[src/rtl/timer_pkg.sv]
// Shared types and constants for the timer sequencer and its prescaler.
package timer_pkg;

    typedef enum logic [1:0] {
        ST_IDLE  = 2'd0,
        ST_ARM   = 2'd1,
        ST_COUNT = 2'd2,
        ST_CLEAR = 2'd3
    } state_t;

    localparam int CLEAR_CYCLES = 2;
    localparam int CLR_CNT_W    = (CLEAR_CYCLES > 1) ? $clog2(CLEAR_CYCLES) : 1;

endpackage

[src/rtl/tick_prescaler.sv]
// Free-running prescaler: counts while enabled, flags a tick when the count
// equals the period and wraps to zero; held at zero while disabled.
module tick_prescaler #(
    parameter int PRESCALE_W = 16
) (
    input  logic                  clk,
    input  logic                  rst_n,
    input  logic                  enable,
    input  logic [PRESCALE_W-1:0] period,
    output logic                  tick
);

    logic [PRESCALE_W-1:0] cnt_q, cnt_d;

    // Equality compare keeps the counter inside period, so it can never wrap.
    always_comb begin
        tick = enable && (cnt_q == period);
        if (!enable || tick) begin
            cnt_d = '0;
        end else begin
            cnt_d = cnt_q + PRESCALE_W'(1);
        end
    end

    always_ff @(posedge clk or negedge rst_n) begin
        if (!rst_n) begin
            cnt_q <= '0;
        end else begin
            cnt_q <= cnt_d;
        end
    end

endmodule

[src/rtl/timer_sequencer.sv]
// Timed-run sequencer driving a downstream tick counter (IDLE/ARM/COUNT/CLEAR).
// Optional watchdog abort enabled by defining TIMER_SEQUENCER_WATCHDOG_EN.
module timer_sequencer
    import timer_pkg::*;
#(
    parameter int PRESCALE_W = 16,
    parameter int WDOG_TICKS = 4096
) (
    input  logic                  clk,
    input  logic                  rst_n,
    input  logic                  start,
    input  logic [PRESCALE_W-1:0] prescale,
    input  logic                  reached,
    output logic                  tick,
    output logic                  run,
    output logic                  busy,
    output logic                  done,
    output logic                  timeout
);

    if (WDOG_TICKS < 1 || PRESCALE_W < 1) begin : g_param_chk
        $error("timer_sequencer: WDOG_TICKS and PRESCALE_W must be at least 1");
    end

    state_t                state_q, state_d;
    logic [PRESCALE_W-1:0] period_q, period_d;
    logic [CLR_CNT_W-1:0]  clr_cnt_q, clr_cnt_d;
    logic [1:0]            rst_sync_q, rst_sync_d;
    logic                  reached_q;
    logic                  tick_q, tick_d;
    logic                  run_q, run_d;
    logic                  busy_q, busy_d;
    logic                  done_q, done_d;
    logic                  pre_tick;
    logic                  abort;

`ifdef TIMER_SEQUENCER_WATCHDOG_EN
    localparam int WD_W = $clog2(WDOG_TICKS + 1);
    logic [WD_W-1:0] wd_cnt_q, wd_cnt_d;
    logic            timeout_q, timeout_d;
    assign abort   = timeout_q;
    assign timeout = timeout_q;
`else
    assign abort   = 1'b0;
    assign timeout = 1'b0;
`endif

    tick_prescaler #(.PRESCALE_W(PRESCALE_W)) u_prescaler (
        .clk    (clk),
        .rst_n  (rst_n),
        .enable (state_q == ST_COUNT),
        .period (period_q),
        .tick   (pre_tick)
    );

    // Start is only accepted once the released reset has crossed two flops.
    always_comb begin
        rst_sync_d = {rst_sync_q[0], 1'b1};
        state_d    = state_q;
        period_d   = period_q;
        clr_cnt_d  = clr_cnt_q;
        run_d      = run_q;
        busy_d     = busy_q;
        tick_d     = 1'b0;
        done_d     = 1'b0;
`ifdef TIMER_SEQUENCER_WATCHDOG_EN
        wd_cnt_d   = wd_cnt_q;
        timeout_d  = timeout_q;
`endif
        case (state_q)
            ST_IDLE: begin
                if (start && rst_sync_q[1]) begin
                    period_d = (prescale == '0) ? PRESCALE_W'(1) : prescale;
                    state_d  = ST_ARM;
                    run_d    = 1'b1;
                    busy_d   = 1'b1;
`ifdef TIMER_SEQUENCER_WATCHDOG_EN
                    wd_cnt_d  = WD_W'(WDOG_TICKS);
                    timeout_d = 1'b0;
`endif
                end
            end
            ST_ARM: begin
                state_d = ST_COUNT;
            end
            ST_COUNT: begin
                if (reached_q) begin
                    state_d   = ST_CLEAR;
                    run_d     = 1'b0;
                    clr_cnt_d = CLR_CNT_W'(CLEAR_CYCLES - 1);
`ifdef TIMER_SEQUENCER_WATCHDOG_EN
                end else if (wd_cnt_q == '0) begin
                    state_d   = ST_CLEAR;
                    run_d     = 1'b0;
                    timeout_d = 1'b1;
                    clr_cnt_d = CLR_CNT_W'(CLEAR_CYCLES - 1);
`endif
                end else begin
                    // Raw reached also masks so tick never overlaps reached_q.
                    tick_d = pre_tick && !reached;
`ifdef TIMER_SEQUENCER_WATCHDOG_EN
                    if (tick_d) begin
                        wd_cnt_d = wd_cnt_q - WD_W'(1);
                    end
`endif
                end
            end
            ST_CLEAR: begin
                if (clr_cnt_q == '0) begin
                    state_d = ST_IDLE;
                    busy_d  = 1'b0;
                end else begin
                    clr_cnt_d = clr_cnt_q - CLR_CNT_W'(1);
                    done_d    = (clr_cnt_q == CLR_CNT_W'(1)) && !abort;
                end
            end
            default: begin
                state_d = ST_IDLE;
                run_d   = 1'b0;
                busy_d  = 1'b0;
            end
        endcase
    end

    always_ff @(posedge clk or negedge rst_n) begin
        if (!rst_n) begin
            rst_sync_q <= 2'b00;
            state_q    <= ST_IDLE;
            period_q   <= PRESCALE_W'(1);
            clr_cnt_q  <= '0;
            reached_q  <= 1'b0;
            tick_q     <= 1'b0;
            run_q      <= 1'b0;
            busy_q     <= 1'b0;
            done_q     <= 1'b0;
`ifdef TIMER_SEQUENCER_WATCHDOG_EN
            wd_cnt_q   <= '0;
            timeout_q  <= 1'b0;
`endif
        end else begin
            rst_sync_q <= rst_sync_d;
            state_q    <= state_d;
            period_q   <= period_d;
            clr_cnt_q  <= clr_cnt_d;
            reached_q  <= reached;
            tick_q     <= tick_d;
            run_q      <= run_d;
            busy_q     <= busy_d;
            done_q     <= done_d;
`ifdef TIMER_SEQUENCER_WATCHDOG_EN
            wd_cnt_q   <= wd_cnt_d;
            timeout_q  <= timeout_d;
`endif
        end
    end

    assign tick = tick_q;
    assign run  = run_q;
    assign busy = busy_q;
    assign done = done_q;

endmodule

[config.mk]
export PLATFORM = sky130hd
export DESIGN_NAME = timer_sequencer
export DESIGN_NICKNAME = d
export VERILOG_FILES = /design/src/rtl/timer_pkg.sv /design/src/rtl/tick_prescaler.sv /design/src/rtl/timer_sequencer.sv
export SDC_FILE = /design/constraint.sdc
export NUM_CORES = 1
export LEC_CHECK = 0
export CAP_MARGIN = 15
export CORE_MARGIN = 2
export CORE_UTILIZATION = 59
export CTS_CLUSTER_SIZE = 16
export DETAILED_ROUTE_END_ITERATION = 12
export HOLD_SLACK_MARGIN = 0.05
export PLACE_DENSITY = 0.94
export RECOVER_POWER = 100
export SYNTH_ARGS = -nofsm -noshare
export SYNTH_HDL_FRONTEND = slang
export SYNTH_SLANG_ARGS = --single-unit
[constraint.sdc]
create_clock -name clk -period 2.4 [get_ports clk]
set_input_delay 0.36 -clock clk [delete_from_list [all_inputs] [get_ports clk]]
set_output_delay 0.36 -clock clk [all_outputs]
set_load 0.005 [all_outputs]
* After elaboration in Yosys (flattened, before gate mapping)
Index checks and enable logic that the tools add are counted.
Storage, ports and cells: register bits 42
Operators by class: add/sub/neg operators 2, equality and inequality tests 7, muxes and demuxes 18, reduce and logical (&&, ||, !) cells 16
Operators with widths (count):
- two-way mux 16 bit | 2
- adder 16 x 1 -> 16 bit, second input constant | 1
- == test 16 bit | 1
- zero test 16 bit | 1
- two-way mux 1 bit | 9
- AND reduction 3 bit | 3
- case mux 2 bit (4 select lines) | 1
- two-way mux 2 bit | 3
- inequality test 2 bit, second input constant | 3
- case mux 1 bit (2 select lines) | 3
- nonzero test 2 bit | 3
- == test 2 bit, second input constant | 2
- AND reduction 2 bit | 2
- logical AND 1 bit | 3
- == test 2 x 1 -> 1 bit, second input constant | 1
- zero test 1 bit | 2
- zero test 2 bit | 1
- logical OR 1 bit | 1
- subtractor 1 bit, second input constant | 1

* Longest topological paths before layout
depth in word-level cells 5, mapped depth 6, mapped depth without buffers 5

* By module
A second synthesis with hierarchy kept.
Unflattened totals: cell total of the unflattened synthesis 210, area, all modules 2094.5 um^2
Modules (own cells, without submodules):
- timer_sequencer | times used 1, cells an instance 109, area each 1099.8 um^2
- tick_prescaler | times used 1, cells an instance 101, area each 994.7 um^2

* Worst setup path before layout
No wires, ideal clock.
kind flip-flop to flip-flop, start point reg period_q[0], end point reg u_prescaler.cnt_q[6], data arrival time 1.514 ns, required time 2.282 ns, path slack 0.767 ns, cell stages (with the launch flop) 6, path buffers 1, clock period less this slack 1.633 ns, cell sequence dfstp_2 xnor2_1 nand4_1 o41ai_4 buf_6 nor2_1
On the way: word-level cells in the longest chain between the ends 4
RTL lines:
- start: declaration | line timer_sequencer.sv:26 | logic [PRESCALE_W-1:0] period_q, period_d;
- start signal: assignment | line timer_sequencer.sv:143 | period_q <= period_d;
- == test 16 bit | line tick_prescaler.sv:17 | tick = enable && (cnt_q == period);
- logical AND 1 bit | line tick_prescaler.sv:17
- logical OR 1 bit | line tick_prescaler.sv:18 | if (!enable || tick) begin
- two-way mux 16 bit | line tick_prescaler.sv:18
- named net u_prescaler.cnt_d[6] | line tick_prescaler.sv:13 | logic [PRESCALE_W-1:0] cnt_q, cnt_d;
- end signal: assignment | line tick_prescaler.sv:29 | cnt_q <= cnt_d;
- end: declaration | line tick_prescaler.sv:13
The timed path passes the listed nets, and every way through them passes these cells. A chain may end at the register's enable or synchronous reset.

* Final worst setup path
start point reg u_prescaler.cnt_q[2], end point reg u_prescaler.cnt_q[10]
On the way: word-level cells in the longest chain between the ends 4
RTL lines (line):
- parallel branches: the longest is 3 deep, another holds adder 16 x 1 -> 16 bit
- two-way mux 16 bit (*) | tick_prescaler.sv:18
- named net u_prescaler.cnt_d[10] | tick_prescaler.sv:13
Mark *: on every way through the listed nets, which the timed path passes.

==> results_dict.tcl <==
set metrics [dict create \
    status "finished clean" \
    synthTopCellsByCount "dfrtp_1 (41), xnor2_1 (17), mux2_2 (15)" \
    yosysMostFrequentCell "dfrtp_1" \
    crit_chain "xnor2_1, nand4_1, o41ai_1, buf_4, nor2_1" \
    grt_pass1_vias 1404 \
    post-route-period-util 0.709 \
    synth_top_family_by_area "simple AND/OR/NAND/NOR gates" \
    path_class "register to register" \
    ir_drop_mv 0.697 \
    fin_hold_ws_ns 0.109 \
    placed_cells 240 \
    synthesis.area_um2 2000 \
    worstPathRequired_ns 2.64 \
    ctsHoldBuffers 0 \
    antenna_found_initial 0 \
    cts.htree.levels 2 \
    syn_inst 174 \
    grt_start_max_net_pins 43 \
    powerDensity_nw_per_um2 916 \
    clk_pin_slew_ns 0.13 \
    synth_nets 198 \
    cp_slowest_cell "dfrtp_1" \
    crit_path_end_kind "register" \
    num_vias 1371 \
    overflow 0 \
    io_buffers 23 \
    diodes 0 \
    syn2layout_area_growth_pct 15.4 \
    setup-tns-final_ns 0 \
    synth_compound_area_frac 0.0657 \
    cts_tree "yes" \
    crit_path_start_kind "register" \
    yosysUniqueCellTypes 34 \
    startpoint "u_prescaler.cnt_q[2]$_DFF_PN0_" \
    r2r_end "u_prescaler.cnt_q[10]$_DFF_PN0_" \
    avgSynthCellArea_um2 11.5 \
    power.internal_mw 1.43 \
    routed_wl_mm 3.54 \
    drtIter0Drc 34 \
    cts.sinks 42 \
    rsz0062_at_grt "false" \
    cts_resized 0 \
    initial_core_util 0.609 \
    fin_util 0.702 \
    grt.total_usage 0.212 \
    r2r-start "u_prescaler.cnt_q[2]$_DFF_PN0_" \
    drive_gt1_frac 0.144 \
    synth-seq-cells 42 \
    critPathMaxFanout 16 \
    clock_latency_ns 0.35 \
    fillers 232 \
    slew_violations 0 \
    switching_share 0.324 \
    numCtsBuffers 5 \
    final_area_um2 2310 \
    root_buffer "clkbuf_4" \
    instances_no_fill 248 \
    relSlewSlack 0.411 \
    synth_edf_count 0 \
    hp-class "input pin to async pin" \
    r2r_setup_slack_ns 0.70 \
    first_pass_iters 4 \
    comb_power_share 0.325 \
    boundaryPins 25 \
    placed_area_um2 2260 \
    multiInputGateArea_um2 871 \
    hold_viol_final 0 \
    synth_simple_gate_area_share 0.143 \
    dp_hpwl_mm 2.66 \
    drtAntennaViolNets 0 \
    drcViolationCount 0 \
    fp.dieH_um 62.2 \
    muxShareOfSynthArea 0.0895 \
    max_freq_mhz 588 \
    power.total_mw 2.11 \
    yosys.area.top_type "dfrtp_1" \
    nNetsFinal 225 \
    coreArea_um2 3280 \
    synth_top_area_frac 0.513 \
    synth_warnings 0 \
    finalWeightedCongestion 0.837 \
    max-cap-violations 0 \
    dieArea_um2 3870 \
    clkPwrFrac 0.174 \
    ys_top_cells_by_area "dfrtp_1 (51%), mux2_2 (8.4%), xnor2_1 (7.4%)" \
    post_drt_wl_per_cell_um 14.3 \
    cts.path.max_buffers 2 \
    regArea_um2 1050 \
    seqPwrFrac 0.500 \
    setup_viol 0 \
    cts_setup_buffers 0 \
    max_stage_delay_ns 0.49 \
    netSwitchingPower_mw 0.685 \
    ys_seq_area_frac 0.526 \
    synth_flop_cell "dfrtp_1" \
    synthAdderAreaFrac 0.0250 \
    worst_slack_ns 0.699 \
    max_slew.worst_pin.slew_ns 0.884 \
    worstPathArrival_ns 1.94 \
    p_leak_nw 0.962 \
    grt_pass1_wl_mm 6.39 \
    synthArstFlopShare 1.00 \
    clock_skew_ns 0.0129 \
    fp-row-count 21 \
    routed_via_density 5.53 \
    preCtsSetupSlack_ns 0.729 \
    die_w_um 62.2 \
    fin_crit_ns 1.70 \
    worst-r2r-cell-count 5 \
    synth-xor-area-share 0.118 \
]
-- worst max-delay path by stage --
stage                     slack, ns  cells past startpoint                         endpoint
after global routing           0.53                      5  u_prescaler.cnt_q[10]$_DFF_PN0_
after global placement         0.79                      5   u_prescaler.cnt_q[3]$_DFF_PN0_
after CTS                      0.70                      5  u_prescaler.cnt_q[10]$_DFF_PN0_
after floorplan                0.77                      5   u_prescaler.cnt_q[6]$_DFF_PN0_
final                          0.70                      5  u_prescaler.cnt_q[10]$_DFF_PN0_
after detailed placement       0.73                      5   u_prescaler.cnt_q[7]$_DFF_PN0_
-- routing by layer --
layer | vias up | routed length (µm) | GRT usage
met1 | 675 | 1650 | 0.284
met2 | 31 | 1700 | 0.336
li1 | 659 | - | -
met4 | 0 | 39 | 0.0778
met5 | - | 0 | 0
met3 | 6 | 141 | 0.0543
-- cell families (layout without fill, tap and decap cells) --
logic type	after synthesis	in the layout
AOI/OAI and AO/OA	18	18
other	2	2
xor gates and xnor gates	27	27
buffers and inverters	11	39
muxes	16	16
and+or+nand+nor	54	54
DFF	42	42
adders and majority gates	4	4
-- critical path, delay by kind of cell, from the launching register on --
family,cells,cell delay (ns)
and+or+nand+nor,2,0.22
xor gates and xnor gates,1,0.19
DFF,1,0.49
buffers and inverters,1,0.29
AOI/OAI and AO/OA,1,0.39
-- power groups by stage --
stage,clock [mW],sequential (mW),combinational (mW)
finish,0.368,1.06,0.688
global route,0.404,1.08,0.773
CTS,0.376,1.06,0.728
detailed placement,0,1.07,0.716
global placement,0,1.06,0.682
floorplan,0,1.03,0.545
-- flip-flops by register name, indices dropped and copies added (netlist names) --
| register | cells |
|---|---|
| reached_q | 1 |
| run | 1 |
| tick | 1 |
| u_prescaler.cnt_q | 16 |
| busy | 1 |
| state_q | 2 |
| rst_sync_q | 2 |
| period_q | 16 |
| clr_cnt_q | 1 |
| done | 1 |
-- placed cells by master (no fill, tap or decap), types with 2 or more instances in the layout --
master / synthesis / layout
buf_4: 2 / 2
nor2_1: 14 / 14
nor4_1: 3 / 3
dfrtp_1: 41 / 41
and2_1: 3 / 2
xnor2_1: 17 / 17
dlygate4sd3_1: 0 / 5
mux2_2: 15 / 15
a21oi_1: 4 / 4
inv_1: 6 / 6
o21ai_0: 8 / 8
nand4_1: 10 / 10
ha_1: 4 / 4
xor2_1: 10 / 10
conb_1: 2 / 2
nand2_1: 9 / 9
nand3_1: 6 / 6
or3_1: 3 / 3
clkdlybuf4s50_1: 0 / 17
clkbuf_4: 0 / 5
-- cell type report --
cell class,instances,share of cell area
Clock buffer,6,0.0222
Clock inverter,2,0.00542
Multi-Input combinational cell,121,0.377
Timing Repair Buffer,25,0.104
Tap cell,46,0.0249
Inverter,6,0.00976
Sequential cell,42,0.456
(Power assumes the default switching activity.)
